`src/rtl/riscv_ctrl_pkg.sv`:
```
// Shared encodings for the RISC-V control path (single-cycle and multicycle).
// Latency: n/a (constants, types and a pure helper function only).
// Backpressure: n/a.
// Contents: opcode constants, mux/ALU encodings, multicycle state enum, ImmSrc helper.
package riscv_ctrl_pkg;

  // Opcodes of the supported instruction subset
  localparam logic [6:0] OP_R   = 7'b0110011;
  localparam logic [6:0] OP_I   = 7'b0010011;
  localparam logic [6:0] OP_LW  = 7'b0000011;
  localparam logic [6:0] OP_SW  = 7'b0100011;
  localparam logic [6:0] OP_BEQ = 7'b1100011;
  localparam logic [6:0] OP_JAL = 7'b1101111;
  localparam logic [6:0] OP_LUI = 7'b0110111;

  localparam logic [2:0] ALU_ADD = 3'b000;
  localparam logic [2:0] ALU_SUB = 3'b001;
  localparam logic [2:0] ALU_AND = 3'b010;
  localparam logic [2:0] ALU_OR  = 3'b011;
  localparam logic [2:0] ALU_SLT = 3'b101;
  localparam logic [2:0] ALU_SLL = 3'b110;

  localparam logic [2:0] IMM_I = 3'b000;
  localparam logic [2:0] IMM_S = 3'b001;
  localparam logic [2:0] IMM_B = 3'b010;
  localparam logic [2:0] IMM_J = 3'b011;
  localparam logic [2:0] IMM_U = 3'b100;

  localparam logic [1:0] RES_ALUOUT = 2'b00;
  localparam logic [1:0] RES_DATA   = 2'b01;
  localparam logic [1:0] RES_ALURES = 2'b10;
  localparam logic [1:0] RES_IMM    = 2'b11;

  localparam logic [1:0] SRCA_PC    = 2'b00;
  localparam logic [1:0] SRCA_OLDPC = 2'b01;
  localparam logic [1:0] SRCA_RD1   = 2'b10;

  localparam logic [1:0] SRCB_RD2  = 2'b00;
  localparam logic [1:0] SRCB_IMM  = 2'b01;
  localparam logic [1:0] SRCB_FOUR = 2'b10;

  typedef enum logic [3:0] {
    S_FETCH, S_DECODE, S_EXEC_R, S_EXEC_I, S_ALU_WB,
    S_MEM_ADR, S_MEM_RD, S_MEM_WB, S_MEM_WR,
    S_BRANCH, S_JAL, S_LUI_WB, S_TRAP
  } state_t;

  // Immediate format implied by the opcode; R-type and unknown opcodes fall back to I.
  function automatic logic [2:0] imm_src_of(input logic [6:0] op);
    case (op)
      OP_SW:   return IMM_S;
      OP_BEQ:  return IMM_B;
      OP_JAL:  return IMM_J;
      OP_LUI:  return IMM_U;
      default: return IMM_I;
    endcase
  endfunction

endpackage

```
`src/rtl/alu_decoder.sv`:
```
// ALU operation decode from opcode/funct3/funct7[5].
// Latency: combinational.
// Backpressure: none.
// Ports: opcode, funct3, funct7_5 in; alu_control out.
module alu_decoder
  import riscv_ctrl_pkg::*;
(
  input  logic [6:0] opcode,
  input  logic [2:0] funct3,
  input  logic       funct7_5,
  output logic [2:0] alu_control
);

  always_comb begin
    alu_control = ALU_ADD;
    case (funct3)
      // Bit 30 is part of the immediate for I-type, so only R-type may select SUB.
      3'b000:  alu_control = (opcode == OP_R && funct7_5) ? ALU_SUB : ALU_ADD;
      3'b001:  alu_control = ALU_SLL;
      3'b010:  alu_control = ALU_SLT;
      3'b110:  alu_control = ALU_OR;
      3'b111:  alu_control = ALU_AND;
      default: alu_control = ALU_ADD;
    endcase
  end

endmodule

```
`src/rtl/multicycle_controller.sv`:
```
// Multicycle RISC-V sequencer: fetch/decode/execute/memory/writeback over one shared memory port.
// Latency: 3-5 cycles per instruction with zero-wait memory, +1 per memory wait cycle.
// Backpressure: holds mem_req and address controls until mem_ready; traps after MEM_TIMEOUT wait cycles.
// Ports: clk, rst_n; IR fields opcode/funct3/funct7_5, Zero, mem_ready in;
//        mem_req, datapath mux selects/enables, instr_done pulse, sticky trap out.
module multicycle_controller
  import riscv_ctrl_pkg::*;
#(
  parameter int MEM_TIMEOUT = 255
) (
  input  logic       clk,
  input  logic       rst_n,
  input  logic [6:0] opcode,
  input  logic [2:0] funct3,
  input  logic       funct7_5,
  input  logic       Zero,
  input  logic       mem_ready,
  output logic       mem_req,
  output logic       AdrSrc,
  output logic       MemWrite,
  output logic       IRWrite,
  output logic       PCWrite,
  output logic       RegWrite,
  output logic [1:0] ALUSrcA,
  output logic [1:0] ALUSrcB,
  output logic [2:0] ImmSrc,
  output logic [1:0] ResultSrc,
  output logic [2:0] ALUControl,
  output logic       instr_done,
  output logic       trap
);

  localparam int CNT_W = (MEM_TIMEOUT < 2) ? 1 : $clog2(MEM_TIMEOUT + 1);

  state_t           state, state_nxt;
  logic             run;
  logic [CNT_W-1:0] wait_cnt, wait_cnt_nxt;
  logic [CNT_W:0]   cnt_inc;
  logic [2:0]       dec_alu_control;

  alu_decoder u_alu_decoder (
    .opcode      (opcode),
    .funct3      (funct3),
    .funct7_5    (funct7_5),
    .alu_control (dec_alu_control)
  );

  // run is low during reset and for the first clock after release, so every
  // output (mem_req included) is held at 0 until one full cycle out of reset.
  always_ff @(posedge clk or negedge rst_n) begin
    if (!rst_n) begin
      state    <= S_FETCH;
      wait_cnt <= '0;
      run      <= 1'b0;
    end else begin
      state    <= state_nxt;
      wait_cnt <= wait_cnt_nxt;
      run      <= 1'b1;
    end
  end

  assign cnt_inc = {1'b0, wait_cnt} + (CNT_W + 1)'(1);

  always_comb begin
    state_nxt    = state;
    wait_cnt_nxt = '0;
    mem_req      = 1'b0;
    AdrSrc       = 1'b0;
    MemWrite     = 1'b0;
    IRWrite      = 1'b0;
    PCWrite      = 1'b0;
    RegWrite     = 1'b0;
    ALUSrcA      = SRCA_PC;
    ALUSrcB      = SRCB_RD2;
    ImmSrc       = IMM_I;
    ResultSrc    = RES_ALUOUT;
    ALUControl   = ALU_ADD;
    instr_done   = 1'b0;
    trap         = 1'b0;

    if (run) begin
      case (state)
        S_FETCH: begin
          mem_req   = 1'b1;
          ALUSrcB   = SRCB_FOUR;
          ResultSrc = RES_ALURES;
          if (mem_ready) begin
            IRWrite   = 1'b1;
            PCWrite   = 1'b1;
            state_nxt = S_DECODE;
          end
        end
        S_DECODE: begin
          // ALUOut captures OldPC+imm for the branch/jump target.
          ALUSrcA = SRCA_OLDPC;
          ALUSrcB = SRCB_IMM;
          ImmSrc  = imm_src_of(opcode);
          case (opcode)
            OP_R:         state_nxt = S_EXEC_R;
            OP_I:         state_nxt = S_EXEC_I;
            OP_LW, OP_SW: state_nxt = S_MEM_ADR;
            OP_BEQ:       state_nxt = S_BRANCH;
            OP_JAL:       state_nxt = S_JAL;
            OP_LUI:       state_nxt = S_LUI_WB;
            default:      state_nxt = S_TRAP;
          endcase
        end
        S_EXEC_R: begin
          ALUSrcA    = SRCA_RD1;
          ALUSrcB    = SRCB_RD2;
          ALUControl = dec_alu_control;
          state_nxt  = S_ALU_WB;
        end
        S_EXEC_I: begin
          ALUSrcA    = SRCA_RD1;
          ALUSrcB    = SRCB_IMM;
          ImmSrc     = IMM_I;
          ALUControl = dec_alu_control;
          state_nxt  = S_ALU_WB;
        end
        S_ALU_WB: begin
          ResultSrc  = RES_ALUOUT;
          RegWrite   = 1'b1;
          instr_done = 1'b1;
          state_nxt  = S_FETCH;
        end
        S_MEM_ADR: begin
          ALUSrcA   = SRCA_RD1;
          ALUSrcB   = SRCB_IMM;
          ImmSrc    = (opcode == OP_SW) ? IMM_S : IMM_I;
          state_nxt = (opcode == OP_SW) ? S_MEM_WR : S_MEM_RD;
        end
        S_MEM_RD: begin
          mem_req = 1'b1;
          AdrSrc  = 1'b1;
          if (mem_ready) state_nxt = S_MEM_WB;
        end
        S_MEM_WB: begin
          ResultSrc  = RES_DATA;
          RegWrite   = 1'b1;
          instr_done = 1'b1;
          state_nxt  = S_FETCH;
        end
        S_MEM_WR: begin
          mem_req  = 1'b1;
          MemWrite = 1'b1;
          AdrSrc   = 1'b1;
          if (mem_ready) begin
            instr_done = 1'b1;
            state_nxt  = S_FETCH;
          end
        end
        S_BRANCH: begin
          ALUSrcA    = SRCA_RD1;
          ALUSrcB    = SRCB_RD2;
          ALUControl = ALU_SUB;
          ResultSrc  = RES_ALUOUT;
          PCWrite    = Zero;
          instr_done = 1'b1;
          state_nxt  = S_FETCH;
        end
        S_JAL: begin
          // PC <- target held in ALUOut; ALU forms OldPC+4 for the link write.
          ALUSrcA   = SRCA_OLDPC;
          ALUSrcB   = SRCB_FOUR;
          ResultSrc = RES_ALUOUT;
          PCWrite   = 1'b1;
          state_nxt = S_ALU_WB;
        end
        S_LUI_WB: begin
          ImmSrc     = IMM_U;
          ResultSrc  = RES_IMM;
          RegWrite   = 1'b1;
          instr_done = 1'b1;
          state_nxt  = S_FETCH;
        end
        S_TRAP: begin
          trap = 1'b1;
        end
        default: state_nxt = S_TRAP;
      endcase

      // Wait counting; a stall cycle that brings the count to the limit traps
      // instead of waiting further. mem_ready on that cycle is not a stall.
      if (mem_req && !mem_ready) begin
        wait_cnt_nxt = cnt_inc[CNT_W-1:0];
        if (MEM_TIMEOUT != 0 && cnt_inc == (CNT_W + 1)'(MEM_TIMEOUT))
          state_nxt = S_TRAP;
      end
    end
  end

endmodule

```
`config.mk`:
```
export PLATFORM = sky130hd
export DESIGN_NAME = multicycle_controller
export DESIGN_NICKNAME = d
export VERILOG_FILES = /design/src/rtl/riscv_ctrl_pkg.sv /design/src/rtl/alu_decoder.sv /design/src/rtl/multicycle_controller.sv
export SDC_FILE = /design/constraint.sdc
export NUM_CORES = 1
export LEC_CHECK = 0
export CORE_AREA = 2 2 77 79
export CTS_BUF_LIST = sky130_fd_sc_hd__clkbuf_2 sky130_fd_sc_hd__clkbuf_4 sky130_fd_sc_hd__clkbuf_8
export DETAILED_ROUTE_END_ITERATION = 7
export DIE_AREA = 0 0 79 81
export SYNTH_ARGS = -nofsm -noshare
export SYNTH_HDL_FRONTEND = slang
export SYNTH_HIERARCHICAL = 1
export SYNTH_SLANG_ARGS = --single-unit
```
`constraint.sdc`:
```
create_clock -name clk -period 2.1 [get_ports clk]
set_input_delay 0.315 -clock clk [delete_from_list [all_inputs] [get_ports clk]]
set_output_delay 0.315 -clock clk [all_outputs]
set_load 0.01 [all_outputs]
```
==> results of run 1 <==
==> cell families (layout without fill, tap and decap cells) <==
kind of cell,count (synthesis),in the layout,share of synthesized area (%)
and+or+nand+nor,90,90,37.0
AOI/OAI and AO/OA,46,46,24.6
buffers and inverters,16,80,7.23
DFF,13,13,24.4
xor gates and xnor gates,7,7,4.60
adders and majority gates,2,2,1.88
other,1,1,0.281
==> cell type report <==
type	instances	area [sq um]	area share (%)
Clock buffer	4	48.8	2.31
Inverter	4	15.0	0.711
Multi-Input combinational cell	146	1010	48.0
Timing Repair Buffer	72	612	29.0
Tap cell	75	93.8	4.45
Sequential cell	13	329	15.6
==> path summary, 6_finish.rpt <==
check                                      startpoint               endpoint  slack [ns]  depth (start not counted)
min in group clk                wait_cnt[0]$_DFF_PN0_  wait_cnt[0]$_DFF_PN0_        0.59                          2
worst max-delay path            wait_cnt[0]$_DFF_PN0_   state[1]$_DFFE_PN0P_        0.05                          6
worst max register to register  wait_cnt[0]$_DFF_PN0_   state[1]$_DFFE_PN0P_        0.05                          6
worst min register to register  wait_cnt[0]$_DFF_PN0_  wait_cnt[0]$_DFF_PN0_        0.59                          2
worst min-delay path                            rst_n  wait_cnt[6]$_DFF_PN0_        0.44                          1
max in group asynchronous                       rst_n   state[1]$_DFFE_PN0P_        1.25                          1
==> through the flow <==
| step | cell area [sq um] | setup WS (ns) | hold WS (ns) | total power, uW | instances |
|---|---|---|---|---|---|
| after floorplan | 1330 | 0.0206 | 0.0194 | 720 | 175 |
| after global placement | 1940 | -0.284 | 0.569 | 1050 | 306 |
| after detailed placement | 1940 | -0.329 | 0.574 | 1040 | 306 |
| after CTS | 2010 | -0.0160 | 0.469 | 1280 | 311 |
| after global routing | 2110 | -0.0264 | 0.495 | 1440 | 314 |
| final | 2110 | 0.0475 | 0.437 | 1330 | 314 |
==> power by group through the flow <==
stage | Combinational, uW | Clock [uW] | Sequential (uW)
after floorplan | 422 | 0 | 298
after global placement | 729 | 0 | 320
after detailed placement | 724 | 0 | 320
after CTS | 724 | 240 | 321
after global routing | 852 | 257 | 334
final | 769 | 234 | 330
==> synth_stat cells (3+ instances only) <==
cell type,n
a21oi_1,10
and3_1,4
buf_6,3
clkbuf_1,7
dfrtp_1,13
inv_1,4
nand2_1,14
nand2b_1,8
nand3_1,9
nand4_1,4
nor2_1,22
nor2b_1,5
nor3_1,4
o21ai_0,7
o22ai_1,5
o32a_1,3
xnor2_1,4
xor2_1,3
==> timing repair <==
action	in CTS	in global routing
gates resized for setup	28	24
endpoints found under the setup margin	19	12
pin swaps	1	3
buffers inserted	1	3
==> state kept, by name (all words and copies together), names as in the netlist <==
signal	count
wait_cnt	8
state	4
run	1
==> layer usage <==
metal  part of all wire [%]  GRT usage [%]  up-vias  routed length (um)
li1                       -              -      765                   -
met1                     47           15.9      702                1870
met5                      0              0        -                   0
met4                      0          0.862        0                   0
met2                     48           21.6       39                1920
met3                    5.0           2.33        0                 199
==> worst reg2reg max path: stages (launching register included) <==
cell and delay, ns:
dfrtp_1 0.40, ha_2 0.21, xnor2_2 0.13, or3b_1 0.35, or4b_4 0.53, o31ai_4 0.20, o22ai_1 0.09
==> run_results.csv, run 1 <==
group,metric,value,unit
outcome,status,"finished clean",
clock_tree,cts_tree,"built",
sta,post-route-period-util,97.7,%
die,core.rowCount,28,
power_and_ir_drop,p_sw_share,38.6,%
power_and_ir_drop,ir_worst_vdd,0.421,mV
die,core-area,0.00568,sq mm
global_route,antenna_found_initial,0,
finish,drive_gt1_share,29.7,%
synthesis,synthTopCellsByArea,"dfrtp_1, nor2_1, nand2_1",
synthesis,syn_inst,175,
power_and_ir_drop,switching_power,515,uW
synthesis,synth.cell_area,0.00133,sq mm
synthesis,ys_warn_count,6,
sta,finalSetupViolCount,0,
global_route,grt_pass1_vias,1416,
finish,synthToLayoutAreaGrowth,58.4,%
synthesis,yosysTopAreaCellShare,24.4,%
synthesis,ys_seq_area_share,24.4,%
die,io_pins,35,
finish,final_common_cell,"buf_4",
clock_tree,cts_root_buf,"clkbuf_8",
sta,slew-limit-headroom,62.0,%
sta,fin_tns_setup,0,ns
sta,min_period,2.05,ns
finish,nets,257,
synthesis,async_flop_share,100,%
drt,post_drt_via_cell_ratio,4.80,
clock_tree,cts_buffer_depth,2,
sta,skew,0.00882,ns
die,die_y,81,um
setup_path,critical_path.top_delay_family,"simple AND/OR/NAND/NOR gates",
setup_path,cpPeakStageDelay,0.53,ns
setup_path,critical_path_arrival,2.16,ns
sta,rsz0062_at_grt,"true",
drt,ant_nets,0,
clock_tree,cts_buffers,3,
setup_path,startpoint_type,"flop",
clock_tree,clk_pin_slew,0.06,ns
finish,antenna_cells,0,
drt,first_iter_violations,74,
drt,vias,1506,
drt,wl,3990,um
sta,drv_slew,0,
synthesis,mappedNetlistNets,192,
synthesis,yosys.area.top_type,"dfrtp_1",
clock_tree,clock_latency,0.24,ns
global_route,grt_max_degree,18,
drt,wire_per_inst,12.7,um
power_and_ir_drop,clkPwrFrac,17.5,%
setup_path,endpoint_kind,"flop",
setup_path,path_buf_inv,0,
finish,final_util,37.2,%
power_and_ir_drop,p_int,818,uW
placement,portBuffers,34,
power_and_ir_drop,power.density,631,mW/mm^2
synthesis,synth_seq_cells,13,
power_and_ir_drop,cellLeakagePower,0.000916,uW
drt,drc,0,
setup_path,crit_type,"reg -> reg",
die,start_util,23.5,%
die,die_w,79,um
setup_path,cp_max_fo,2,
die,die_area,0.00640,sq mm
global_route,grt.overflow.total,0,
placement,gp_congestion,0.807,
setup_path,cpMaxStageDelayCell,"or4b_4",
global_route,grt_pass1_wl,6460,um
clock_tree,clock_sinks,13,
sta,final_hold_viol_count,0,
setup_path,worstPathRequired,2.21,ns
drt,dr.pass1.iters,4,
clock_tree,hold_buffers,0,
clock_tree,htree_num_levels,1,
sta,worst_pin_slew,0.569,ns
synthesis,synth.distinct_cells,55,
placement,hpwl,2960,um
setup_path,crit_chain,"ha_2 -> xnor2_2 -> or3b_1 -> or4b_4 -> o31ai_4 -> o22ai_1",
min_path,min_path_type,"in -> async",
synthesis,synth_edf_count,0,
global_route,grt_usage,12.1,%
finish,layout_common_cells,"buf_4, nor2_1, clkdlybuf4s50_1",
synthesis,ys.flop_type,"dfrtp_1",
finish,nFillCells,609,
power_and_ir_drop,p_seq_share,24.7,%
sta,fmax,487,MHz
power_and_ir_drop,comb_power_share,57.7,%
synthesis,post_synth.cell_area_avg,7.61,sq um
flow_run,max-cap-violations,0,
No activity file was read; power rests on OpenSTA's default activity.
==> run 2, diff against run 1 <==
--- a/config.mk
+++ b/config.mk
@@ -9,6 +9,7 @@
 export CTS_BUF_LIST = sky130_fd_sc_hd__clkbuf_2 sky130_fd_sc_hd__clkbuf_4 sky130_fd_sc_hd__clkbuf_8
 export DETAILED_ROUTE_END_ITERATION = 7
 export DIE_AREA = 0 0 79 81
+export SETUP_SLACK_MARGIN = 0.2
 export SYNTH_ARGS = -nofsm -noshare
 export SYNTH_HDL_FRONTEND = slang
 export SYNTH_HIERARCHICAL = 1
==> run_results.csv, run 2 (synthesis gave the netlist of run 1 again) <==
group,metric,value,unit
outcome,status,"finished clean",
sta,skew,0.00151,ns
finish,largestRegisters,"wait_cnt: 8 flops, state: 4 flops, run: 1 flops",
sta,rsz0062_at_grt,"true",
drt,first_iter_violations,91,
clock_tree,cts_buffers,3,
sta,worst_pin_slew,0.600,ns
clock_tree,clk_pin_slew,0.05,ns
flow_run,max-cap-violations,0,
finish,nFillCells,603,
global_route,grt.overflow.total,0,
setup_path,rr_startpoint,"wait_cnt[1]$_DFF_PN0_",
setup_path,crit_type,"reg -> reg",
die,start_util,23.5,%
global_route,grt_pass1_wl,6920,um
global_route,grt_pass1_vias,1584,
drt,dr.pass1.iters,4,
clock_tree,cts_buffer_depth,2,
finish,drive_gt1_share,40.0,%
finish,nets,263,
power_and_ir_drop,clkPwrFrac,16.3,%
sta,post-route-period-util,98.7,%
clock_tree,cts_tree,"built",
finish,layout_common_cells,"buf_4, nor2_1, nand2_1",
sta,fmax,483,MHz
sta,final_hold_viol_count,0,
drt,wire_per_inst,12.7,um
sta,slew-limit-headroom,59.8,%
power_and_ir_drop,p_int,886,uW
finish,antenna_cells,0,
finish,synthToLayoutAreaGrowth,61.4,%
finish,largest_register,"wait_cnt",
sta,min_period,2.07,ns
setup_path,critical_path_arrival,2.19,ns
setup_path,cp_max_fo,2,
drt,wl,4080,um
drt,ant_nets,0,
placement,gp_congestion,0.827,
finish,design_area,0.00215,sq mm
die,die_w,79,um
die,die_area,0.00640,sq mm
finish,final_util,37.9,%
setup_path,r2r_slack,0.03,ns
die,core.rowCount,28,
placement,dpl-instance-area,0.00196,sq mm
drt,vias,1534,
power_and_ir_drop,comb_power_share,62.5,%
power_and_ir_drop,switching_power,568,uW
setup_path,endpoint_kind,"flop",
placement,portBuffers,34,
clock_tree,cts_root_buf,"clkbuf_8",
finish,final_common_cell,"buf_4",
sta,hold_slack,0.450,ns
die,io_pins,35,
sta,finalSetupViolCount,0,
global_route,antenna_found_initial,0,
setup_path,worst-r2r-cell-count,6,
clock_tree,clock_sinks,13,
power_and_ir_drop,p_seq_share,21.3,%
finish,largest_register_ffs,8,
global_route,grt_max_degree,18,
global_route,grt_usage,13.2,%
min_path,min_path_type,"in -> async",
die,die_y,81,um
setup_path,r2r_end,"state[1]$_DFFE_PN0P_",
setup_path,worstPathRequired,2.22,ns
clock_tree,htree_num_levels,1,
power_and_ir_drop,power.density,676,mW/mm^2
setup_path,startpoint_type,"flop",
sta,drv_slew,0,
drt,post_drt_via_cell_ratio,4.79,
power_and_ir_drop,cellLeakagePower,0.000933,uW
drt,drc,0,
placement,hpwl,3050,um
clock_tree,clock_latency,0.24,ns
power_and_ir_drop,ir_worst_vdd,0.269,mV
power_and_ir_drop,power.total,1450,uW
die,core-area,0.00568,sq mm
power_and_ir_drop,p_sw_share,39.0,%
[run 2: changes by cell type in the layout (fill, tap and decap cells not counted), moves of 2 or more]
cell | previous run | this run
nor2b_1 | 5 | 3
clkdlybuf4s50_1 | 15 | 7
nor2_2 | 2 | 0
clkbuf_2 | 2 | 7
buf_2 | 0 | 11
dlygate4sd2_1 | 12 | 5
buf_6 | 1 | 4
nor2_4 | 3 | 6
[run 2: critical path, stage by stage, from the launching register on]
cell and delay, ns:
dfrtp_1 0.38, ha_2 0.20, xnor2_1 0.13, or3b_1 0.36
or4b_4 0.53, o31ai_4 0.23, o22ai_2 0.11
[run 2: metal layers]
metal  vias up  routed length (um)  share of wire [%]  track usage (%)
met5         -                   0                  0                0
met4         0                  55                1.3             3.28
met3         7                 185                4.5             1.67
met2        36                2020                 50             25.0
met1       713                1810                 44             15.8
li1        778                   -                  -                -
[run 2: timing repair]
action | CTS | global route
buffers inserted | 5 | 4
gates resized for setup | 72 | 43
hold buffers | 0 | 0
pin swaps | 7 | 5
endpoints found under the setup margin | 24 | 22
[run 2: final cells by class]
class	instances	area [sq um]	share of cell area (%)
Tap cell	75	93.8	4.36
Multi-Input combinational cell	146	1050	49.0
Timing Repair Buffer	78	612	28.4
Inverter	4	15.0	0.698
Sequential cell	13	328	15.2
Clock buffer	4	48.8	2.27
[run 2: stage by stage]
step / instances / TNS (ns) / setup slack [ns]
after floorplan: 175 / 0 / 0.0838
after global placement: 307 / -1.48 / -0.270
after detailed placement: 307 / -1.56 / -0.294
after CTS: 316 / 0 / 0.0202
after global routing: 320 / -0.0860 / -0.0542
final: 320 / 0 / 0.0277
[run 2: worst max path at each step]
stage,endpoint,depth (start not counted),start
floorplan,state[0]$_DFFE_PN0P_,6,wait_cnt[1]$_DFF_PN0_
global placement,ImmSrc[0],6,opcode[4]
detailed placement,ImmSrc[0],6,opcode[4]
CTS,state[1]$_DFFE_PN0P_,6,wait_cnt[1]$_DFF_PN0_
global route,state[1]$_DFFE_PN0P_,6,wait_cnt[1]$_DFF_PN0_
finish,state[1]$_DFFE_PN0P_,6,wait_cnt[1]$_DFF_PN0_
[run 2: power by group through the flow]
stage          Combinational, uW  Clock [uW]  Sequential (uW)
6_report                     908         237              309
4_1_cts                      804         244              309
5_1_grt                      992         261              312
3_3_place_gp                 742           0              314
2_1_floorplan                424           0              298
3_5_place_dp                 744           0              315
==> run 3, diff against run 2 <==
--- a/config.mk
+++ b/config.mk
@@ -9,6 +9,7 @@
 export CTS_BUF_LIST = sky130_fd_sc_hd__clkbuf_2 sky130_fd_sc_hd__clkbuf_4 sky130_fd_sc_hd__clkbuf_8
 export DETAILED_ROUTE_END_ITERATION = 7
 export DIE_AREA = 0 0 79 81
+export PLACE_DENSITY = 0.51
 export SETUP_SLACK_MARGIN = 0.2
 export SYNTH_ARGS = -nofsm -noshare
 export SYNTH_HDL_FRONTEND = slang
==> run_results.csv, run 3 (synthesis gave the netlist of run 1 again) <==
group,metric,value,unit
outcome,status,"finished clean",
global_route,busiest_layer,"met2",
setup_path,critical_path_arrival,2.15,ns
die,start_util,23.5,%
finish,layout_common_cells,"buf_4, nor2_1, nand2_1, buf_6, dfrtp_1",
sta,min_period,2.04,ns
die,core-area,0.00568,sq mm
drt,vias,1553,
drt,wl,4330,um
sta,final_hold_viol_count,0,
clock_tree,clock_sinks,13,
clock_tree,clk_pin_slew,0.06,ns
setup_path,startpoint_type,"flop",
finish,final_cells,326,
power_and_ir_drop,power.total,1540,uW
power_and_ir_drop,power.density,684,mW/mm^2
placement,gp_congestion,0.776,
finish,nets,269,
global_route,grt_pass1_vias,1586,
power_and_ir_drop,cellLeakagePower,0.000976,uW
sta,rsz0062_at_grt,"true",
global_route,grt_usage,13.8,%
setup_path,crit_type,"reg -> reg",
clock_tree,htree_num_levels,1,
sta,fin_tns_setup,0,ns
die,core.rowCount,28,
setup_path,cp_max_fo,2,
power_and_ir_drop,p_seq_share,20.7,%
placement,dpl-instance-area,0.00194,sq mm
finish,largestRegisters,"wait_cnt: 8 flops, state: 4 flops, run: 1 flops",
die,die_area,0.00640,sq mm
clock_tree,cts_buffer_depth,2,
die,die_y,81,um
sta,drv_slew,0,
flow_run,max-cap-violations,0,
power_and_ir_drop,p_int,944,uW
global_route,grt.overflow.total,0,
sta,fmax,490,MHz
power_and_ir_drop,switching_power,592,uW
power_and_ir_drop,clkPwrFrac,15.3,%
sta,worst_pin_slew,0.596,ns
global_route,antenna_found_initial,0,
clock_tree,hold_buffers,0,
finish,multi_input_area,0.00108,sq mm
finish,drive_gt1_share,44.2,%
global_route,grt_max_degree,18,
drt,post_drt_via_cell_ratio,4.76,
setup_path,worstPathRequired,2.21,ns
drt,wire_per_inst,13.3,um
placement,dp_cells,305,
placement,hpwl,3020,um
power_and_ir_drop,comb_power_share,64.0,%
setup_path,endpoint_kind,"flop",
clock_tree,cts_tree,"built",
die,io_pins,35,
drt,first_iter_violations,83,
sta,slew-limit-headroom,60.1,%
drt,drc,0,
die,die_w,79,um
placement,portBuffers,34,
sta,post-route-period-util,97.2,%
finish,nFillCells,601,
finish,antenna_cells,0,
global_route,grt_use_met3,1.44,%
global_route,grt_pass1_wl,7260,um
finish,largest_register,"wait_cnt",
global_route,met2_usage,24.5,%
power_and_ir_drop,ir_worst_vdd,0.313,mV
drt,ant_nets,0,
min_path,min_path_type,"in -> async",
clock_tree,clock_latency,0.24,ns
global_route,met1_usage,17.9,%
clock_tree,cts_root_buf,"clkbuf_8",
clock_tree,cts_buffers,3,
finish,final_common_cell,"buf_4",
finish,design_area,0.00224,sq mm
drt,dr.pass1.iters,4,
sta,skew,0.00603,ns
sta,finalSetupViolCount,0,
finish,seq_area,329,sq um
finish,synthToLayoutAreaGrowth,68.5,%
finish,largest_register_ffs,8,
power_and_ir_drop,p_sw_share,38.5,%
run 3: power groups by stage:
stage / Sequential, uW / Clock [uW] / Combinational, uW
final: 318 / 235 / 983
after global routing: 323 / 259 / 1070
after CTS: 313 / 244 / 800
after detailed placement: 315 / 0 / 751
after global placement: 315 / 0 / 754
after floorplan: 298 / 0 / 424
run 3: cell type report:
cell class	instances	share of cell area (%)
Clock buffer	4	2.17
Timing Repair Buffer	84	30.4
Inverter	4	0.669
Multi-Input combinational cell	146	47.9
Sequential cell	13	14.7
Tap cell	75	4.18
run 3: metrics by stage:
step                worst slack (ns)  utilization [%]  hold slack [ns]
floorplan                     0.0838                -           0.0194
global placement              -0.291             34.3            0.571
detailed placement            -0.301             34.3            0.573
CTS                           0.0285             37.0            0.480
global route                 -0.0285             39.6            0.523
finish                        0.0582             39.6            0.448
run 3: per-layer routing:
layer	part of all wire, %	wire length, um	vias up
met5	0	0	-
met4	0.39	17	0
met3	4.3	186	2
met2	50	2150	32
met1	46	1980	725
li1	-	-	794
run 3: final timing paths:
| path | slack, ns | depth (start not counted) | end | from |
|---|---|---|---|---|
| hold / removal | 0.45 | 1 | wait_cnt[0]$_DFF_PN0_ | rst_n |
| hold reg to reg | 0.59 | 2 | wait_cnt[7]$_DFF_PN0_ | wait_cnt[7]$_DFF_PN0_ |
| min in group clk | 0.59 | 2 | wait_cnt[7]$_DFF_PN0_ | wait_cnt[7]$_DFF_PN0_ |
| setup / recovery | 0.06 | 6 | state[1]$_DFFE_PN0P_ | wait_cnt[1]$_DFF_PN0_ |
| max in group asynchronous | 1.22 | 1 | state[1]$_DFFE_PN0P_ | rst_n |
| setup reg to reg | 0.06 | 6 | state[1]$_DFFE_PN0P_ | wait_cnt[1]$_DFF_PN0_ |
run 3: what timing repair did:
action	in CTS	in global routing
pin swaps	7	17
cloned	0	0
setup endpoints to repair	24	21
gates resized for setup	57	66
setup buffers	8	9
run 3: critical path: stages (launching register included):
cell and delay [ns]:
dfrtp_1 0.38, ha_2 0.20, xnor2_1 0.13, or3b_1 0.36, or4b_4 0.53, o31ai_4 0.20, o22ai_1 0.11
==> patch 1, RTL diff (config.mk and constraints of run 3) <==
`MEM_TIMEOUT`: 255 -> 510.
--- a/src/rtl/multicycle_controller.sv
+++ b/src/rtl/multicycle_controller.sv
@@ -6,7 +6,7 @@
 module multicycle_controller
   import riscv_ctrl_pkg::*;
 #(
-  parameter int MEM_TIMEOUT = 255
+  parameter int MEM_TIMEOUT = 510
 ) (
   input  logic       clk,
   input  logic       rst_n,
Check against the original RTL: no difference found for any inputs over 10 cycles, from zero or initial values and one cycle with rst_n low; that may be too few to reach the edited logic, so the function may still have changed.
==> patch 1 against run 3 <==
- combinational power up 20%
- wire length decreased by 6.1%
- global-route usage fell by 0.90 points
- sequential cell count grew 1
- first-iteration DRC count is 8.4% lower
- register-to-register slack better by 0.24 ns
- area after synthesis fell by 1.1%
- count of clock-buffer cells in the layout unchanged
- maximum frequency increased by 4.0%
- total power grew 17%
- die area stayed put
- design area is 1.5% lower
- worst setup slack better by 0.079 ns
- sequential power increased by 14%
- critical endpoint is now ImmSrc[2]
- largest cell class unchanged
- highest routed layer unchanged
==> patch 1: results (changes against run 3) <==
set qor(crit_start) {state[1]$_DFFE_PN0P_}
set qor(relSlewSlack_pct) 56.6 ;# -3.5 points
set qor(n_all_buffers) 79 ;# -6.0%
set qor(gr-usage-all-layers_pct) 12.9 ;# -0.90 points
set qor(synthesis.area_per_instance_um2) 7.24 ;# -4.9%
set qor(arrival_ns) 1.65 ;# -0.50 ns
set qor(synth_top_cells_by_count) {34 x sky130_fd_sc_hd__nor2_1, 14 x sky130_fd_sc_hd__dfrtp_1, 12 x sky130_fd_sc_hd__a21oi_1, 12 x sky130_fd_sc_hd__nand2_1, 11 x sky130_fd_sc_hd__o21ai_0}
set qor(mapped_nets) 199 ;# +3.6%
set qor(finish.utilization_pct) 39.0 ;# -0.60 points
set qor(clockNetworkAreaShare_pct) 2.49 ;# +0.32 points
set qor(n_multi_input_combinational_cell) 154 ;# +5.5%
set qor(multiInputGateArea_um2) 1030 ;# -3.8%
set qor(r2r_setup_slack_ns) 0.30 ;# +0.24 ns
set qor(synth_compound_gate_area_share_pct) 22.1 ;# -2.5 points
set qor(grt_first_pass_wirelength_mm) 6.67 ;# -8.2%
set qor(non_clock_buffer_area_share_pct) 29.8 ;# -0.61 points
set qor(detailroute.via_count) 1525 ;# -1.8%
set qor(wirelength_mm) 4.07 ;# -6.1%
set qor(initialDrtViolationCount) 76 ;# -8.4%
set qor(vdd_drop_max_v) 0.000285 ;# -8.8%
set qor(detailedPlacementHpwl_mm) 3.12 ;# +3.4%
set qor(final_layout_size_suffix_gt1_share_pct) 35.7 ;# -8.5 points
set qor(detailroute.wirelength.met3_um) 155 ;# -17%
set qor(sh_seq_area_pct) 16.0 ;# +1.4 points
set qor(synth.top_cells.by_area) {sky130_fd_sc_hd__dfrtp_1 27%, sky130_fd_sc_hd__nor2_1 9.7%, sky130_fd_sc_hd__a21oi_1 4.6%}
set qor(run_status) {finished, final reports clean}
set qor(synth.mux.area_fraction_pct) 0.760 ;# +0.76 points
set qor(layout_filler_cell_count) 617 ;# +2.7%
set qor(yosysSeqAreaShare_pct) 26.6 ;# +2.2 points
set qor(registers_with_the_highest_flip_flop_counts) {wait_cnt: 9 flops, state: 4 flops, run: 1 flops}
set qor(viasPerCell) 4.62 ;# -3.0%
set qor(synth-adder-area-share_pct) 1.90 ;# +0.021 points
[patch 1: power breakdown]
group / internal [W] / total [W] / switching, W
clock network: 0.000166 / 0.000257 / 0.0000913
registers: 0.000311 / 0.000364 / 0.0000527
logic: 0.000614 / 0.00118 / 0.000564
[patch 1: critical path: stages, from the launching register on]
cell and delay (ns):
sky130_fd_sc_hd__dfrtp_1 0.40, sky130_fd_sc_hd__nor2b_2 0.16, sky130_fd_sc_hd__nand3_2 0.09, sky130_fd_sc_hd__or4_4 0.49, sky130_fd_sc_hd__a21oi_2 0.14, sky130_fd_sc_hd__buf_2 0.13
[patch 1: per-layer routing]
metal | global-route usage [%] | vias to the layer above
li1 | - | 797
met1 | 18.0 | 701
met2 | 21.4 | 25
met3 | 2.11 | 2
met4 | 2.07 | 0
met5 | 0 | -
[patch 1: what timing repair did]
item,4_1_cts,5_1_grt
resized for setup,63,43
buffers inserted,5,3
pin swaps,4,15
cloned,0,0
setup endpoints to repair,21,18
==> patch 2, RTL diff (config.mk and constraints of run 3) <==
Without the edit above. Reset style: synchronous (`rst_n`), changed in one clocked block.
--- a/src/rtl/multicycle_controller.sv
+++ b/src/rtl/multicycle_controller.sv
@@ -47,7 +47,7 @@
 
   // run is low during reset and for the first clock after release, so every
   // output (mem_req included) is held at 0 until one full cycle out of reset.
-  always_ff @(posedge clk or negedge rst_n) begin
+  always_ff @(posedge clk) begin
     if (!rst_n) begin
       state    <= S_FETCH;
       wait_cnt <= '0;
Check against the original RTL: differs if rst_n is asserted again (counterexample within 4 cycles, from zero or initial values and one cycle with rst_n low); with rst_n held inactive, the same outputs for 10 cycles.
==> patch 2 against run 3 <==
- count of clock-buffer cells in the layout decreased by 1
- die area unchanged
- design area decreased by 8.9%
- sequential cell count unchanged
- non-clock buffer count decreased by 16
- worst setup slack improved by 0.18 ns
- wire length decreased by 5.4%
- area after synthesis decreased by 3.6%
Power is not compared: it rests on default switching activity, and its combinational part moved more than twofold at a synthesized area within 25%.
==> patch 2: results (changes against run 3) <==
set qor(run_status) {finished, final reports clean}
set qor(r2r_setup_slack_ns) 0.23 ;# +0.18 ns
set qor(min_path_type) {flop to flop}
set qor(tightestPinTransition_ns) 0.457 ;# -0.139 ns
set qor(layout_filler_cell_count) 635 ;# +5.7%
set qor(data_required_time_at_the_worst_endpoint_ns) 2.28 ;# +0.07 ns
set qor(synth.lib_cells_used.distinct) 47 ;# -15%
set qor(cp-endpoint) {state[3]$_SDFFE_PN0P_}
set qor(max-clock-path-buffers) 2 ;# unchanged
set qor(slowest_delay_ns) 0.41 ;# -0.12 ns
set qor(num-nets-final) 270 ;# +0.37%
set qor(grt_first_pass_wirelength_mm) 6.87 ;# -5.3%
set qor(cts-htree-levels) 1 ;# unchanged
set qor(routability_cong) 0.826 ;# +6.4%
set qor(avgRoutedWirePerCell_um) 12.5 ;# -5.7%
set qor(mapped_nets) 210 ;# +9.4%
set qor(gr-usage-all-layers_pct) 13.4 ;# -0.39 points
set qor(vdd_drop_max_v) 0.000279
set qor(crit_fanout) 7 ;# +5
set qor(final_layout_size_suffix_gt1_share_pct) 29.4 ;# -15 points
set qor(detailedPlacementHpwl_mm) 3.14 ;# +3.9%
set qor(synth.top_cells.by_area) {sky130_fd_sc_hd__dfxtp_1 20%, sky130_fd_sc_hd__nand2_1 7.0%, sky130_fd_sc_hd__nor2_1 7.0%}
set qor(critical-path-slowest-cell) {sky130_fd_sc_hd__or4_1}
set qor(synth_top_cells_by_count) {24 x sky130_fd_sc_hd__nand2_1, 24 x sky130_fd_sc_hd__nor2_1, 16 x sky130_fd_sc_hd__a21oi_1, 13 x sky130_fd_sc_hd__dfxtp_1}
set qor(post-synth-top-area-cell) {sky130_fd_sc_hd__dfxtp_1}
set qor(pin_count_of_the_biggest_net_entering_global_routing) 19 ;# +1
set qor(ys.flop_type) {sky130_fd_sc_hd__dfxtp_1}
set qor(initialDrtViolationCount) 36 ;# -57%
set qor(tritoncts.num_buffers) 3 ;# unchanged
set qor(proportion_of_register_bits_with_asynchronous_set_or_reset_after_synthesis_pct) 0 ;# -100 points
set qor(yosys_warnings) 6 ;# unchanged
set qor(r2r-start) {wait_cnt[0]$_SDFF_PN0_}
set qor(first_global_vias) 1535 ;# -3.2%
set qor(viasPerCell) 4.72 ;# -0.88%
set qor(final.setup_skew_ns) 0.00751 ;# +0.00149 ns
set qor(yosysSeqAreaShare_pct) 20.3 ;# -4.2 points
==> patch 2: changes by cell type in the layout (fill, tap and decap cells not counted), moves of 6 or more <==
cell / delta
sky130_fd_sc_hd__buf_4: -6
sky130_fd_sc_hd__buf_2: -6
sky130_fd_sc_hd__buf_6: -10
sky130_fd_sc_hd__dfrtp_1: -10
sky130_fd_sc_hd__a21oi_1: +9
sky130_fd_sc_hd__nand2_1: +13
sky130_fd_sc_hd__dlygate4sd2_1: +14
==> patch 2: cell type report <==
type / instances / area share (%)
clock buffer: 3 / 2.02
tap: 75 / 4.59
inverter: 6 / 1.10
clock inverter: 1 / 0.245
sequential: 13 / 13.6
multi-input combinational: 161 / 51.7
timing repair buffer: 68 / 26.7
==> patch 2: cells by family (layout without fill, tap and decap cells) <==
kind of cell,count (synthesis),after routing,share of synthesized area [%]
buf+inv,19,78,6.62
compound gates,48,48,23.5
flops,13,13,20.3
fa+ha+maj,2,2,1.95
xor+xnor,7,7,4.77
simple gates,104,104,42.9
==> patch 2: worst max-delay path, delay by kind of cell (launching register included) <==
kind,cells,cell delay [ns]
flops,1,0.35
compound gates,3,0.46
simple gates,2,0.80
fa+ha+maj,1,0.18
==> patch 2: stage by stage <==
| step | cell area (um^2) | cells | setup WS [ns] | TNS [ns] |
|---|---|---|---|---|
| finish | 2040 | 327 | 0.233 | 0 |
| global placement | 1880 | 318 | -0.381 | -1.31 |
| floorplan | 1290 | 193 | 0.219 | 0 |
| detailed placement | 1880 | 318 | -0.397 | -1.27 |
| global route | 2040 | 327 | 0.120 | 0 |
| CTS | 1990 | 325 | 0.0988 | 0 |
==> patch 2: timing repair <==
item | CTS | global route
gates resized for setup | 63 | 23
pin swaps | 5 | 11
endpoints found under the setup margin | 21 | 11
endpoints found under the hold margin | 0 | 0
setup buffers | 3 | 2
==> patch 2: per-layer routing <==
| metal | GRT usage [%] | vias to the layer above | routed length (um) |
|---|---|---|---|
| met2 | 25.2 | 30 | 2040 |
| met3 | 2.78 | 4 | 142 |
| li1 | - | 805 | - |
| met1 | 15.2 | 705 | 1880 |
| met5 | 0 | - | 0 |
| met4 | 4.14 | 0 | 42 |
==> patch 2: worst min path at each step <==
stage	to	slack (ns)
global placement	wait_cnt[0]$_SDFF_PN0_	0.47
finish	wait_cnt[0]$_SDFF_PN0_	0.44
detailed placement	wait_cnt[0]$_SDFF_PN0_	0.48
global route	wait_cnt[0]$_SDFF_PN0_	0.45
CTS	wait_cnt[0]$_SDFF_PN0_	0.48
floorplan	run$_DFF_P_	0.34
==> patch 2: where the power goes <==
part	leakage (nW)	internal [W]	total (W)	switching (W)
logic	0.714	0.000107	0.000214	0.000107
clock network	0.0255	0.000131	0.000230	0.0000984
registers	0.110	0.000250	0.000256	0.00000643
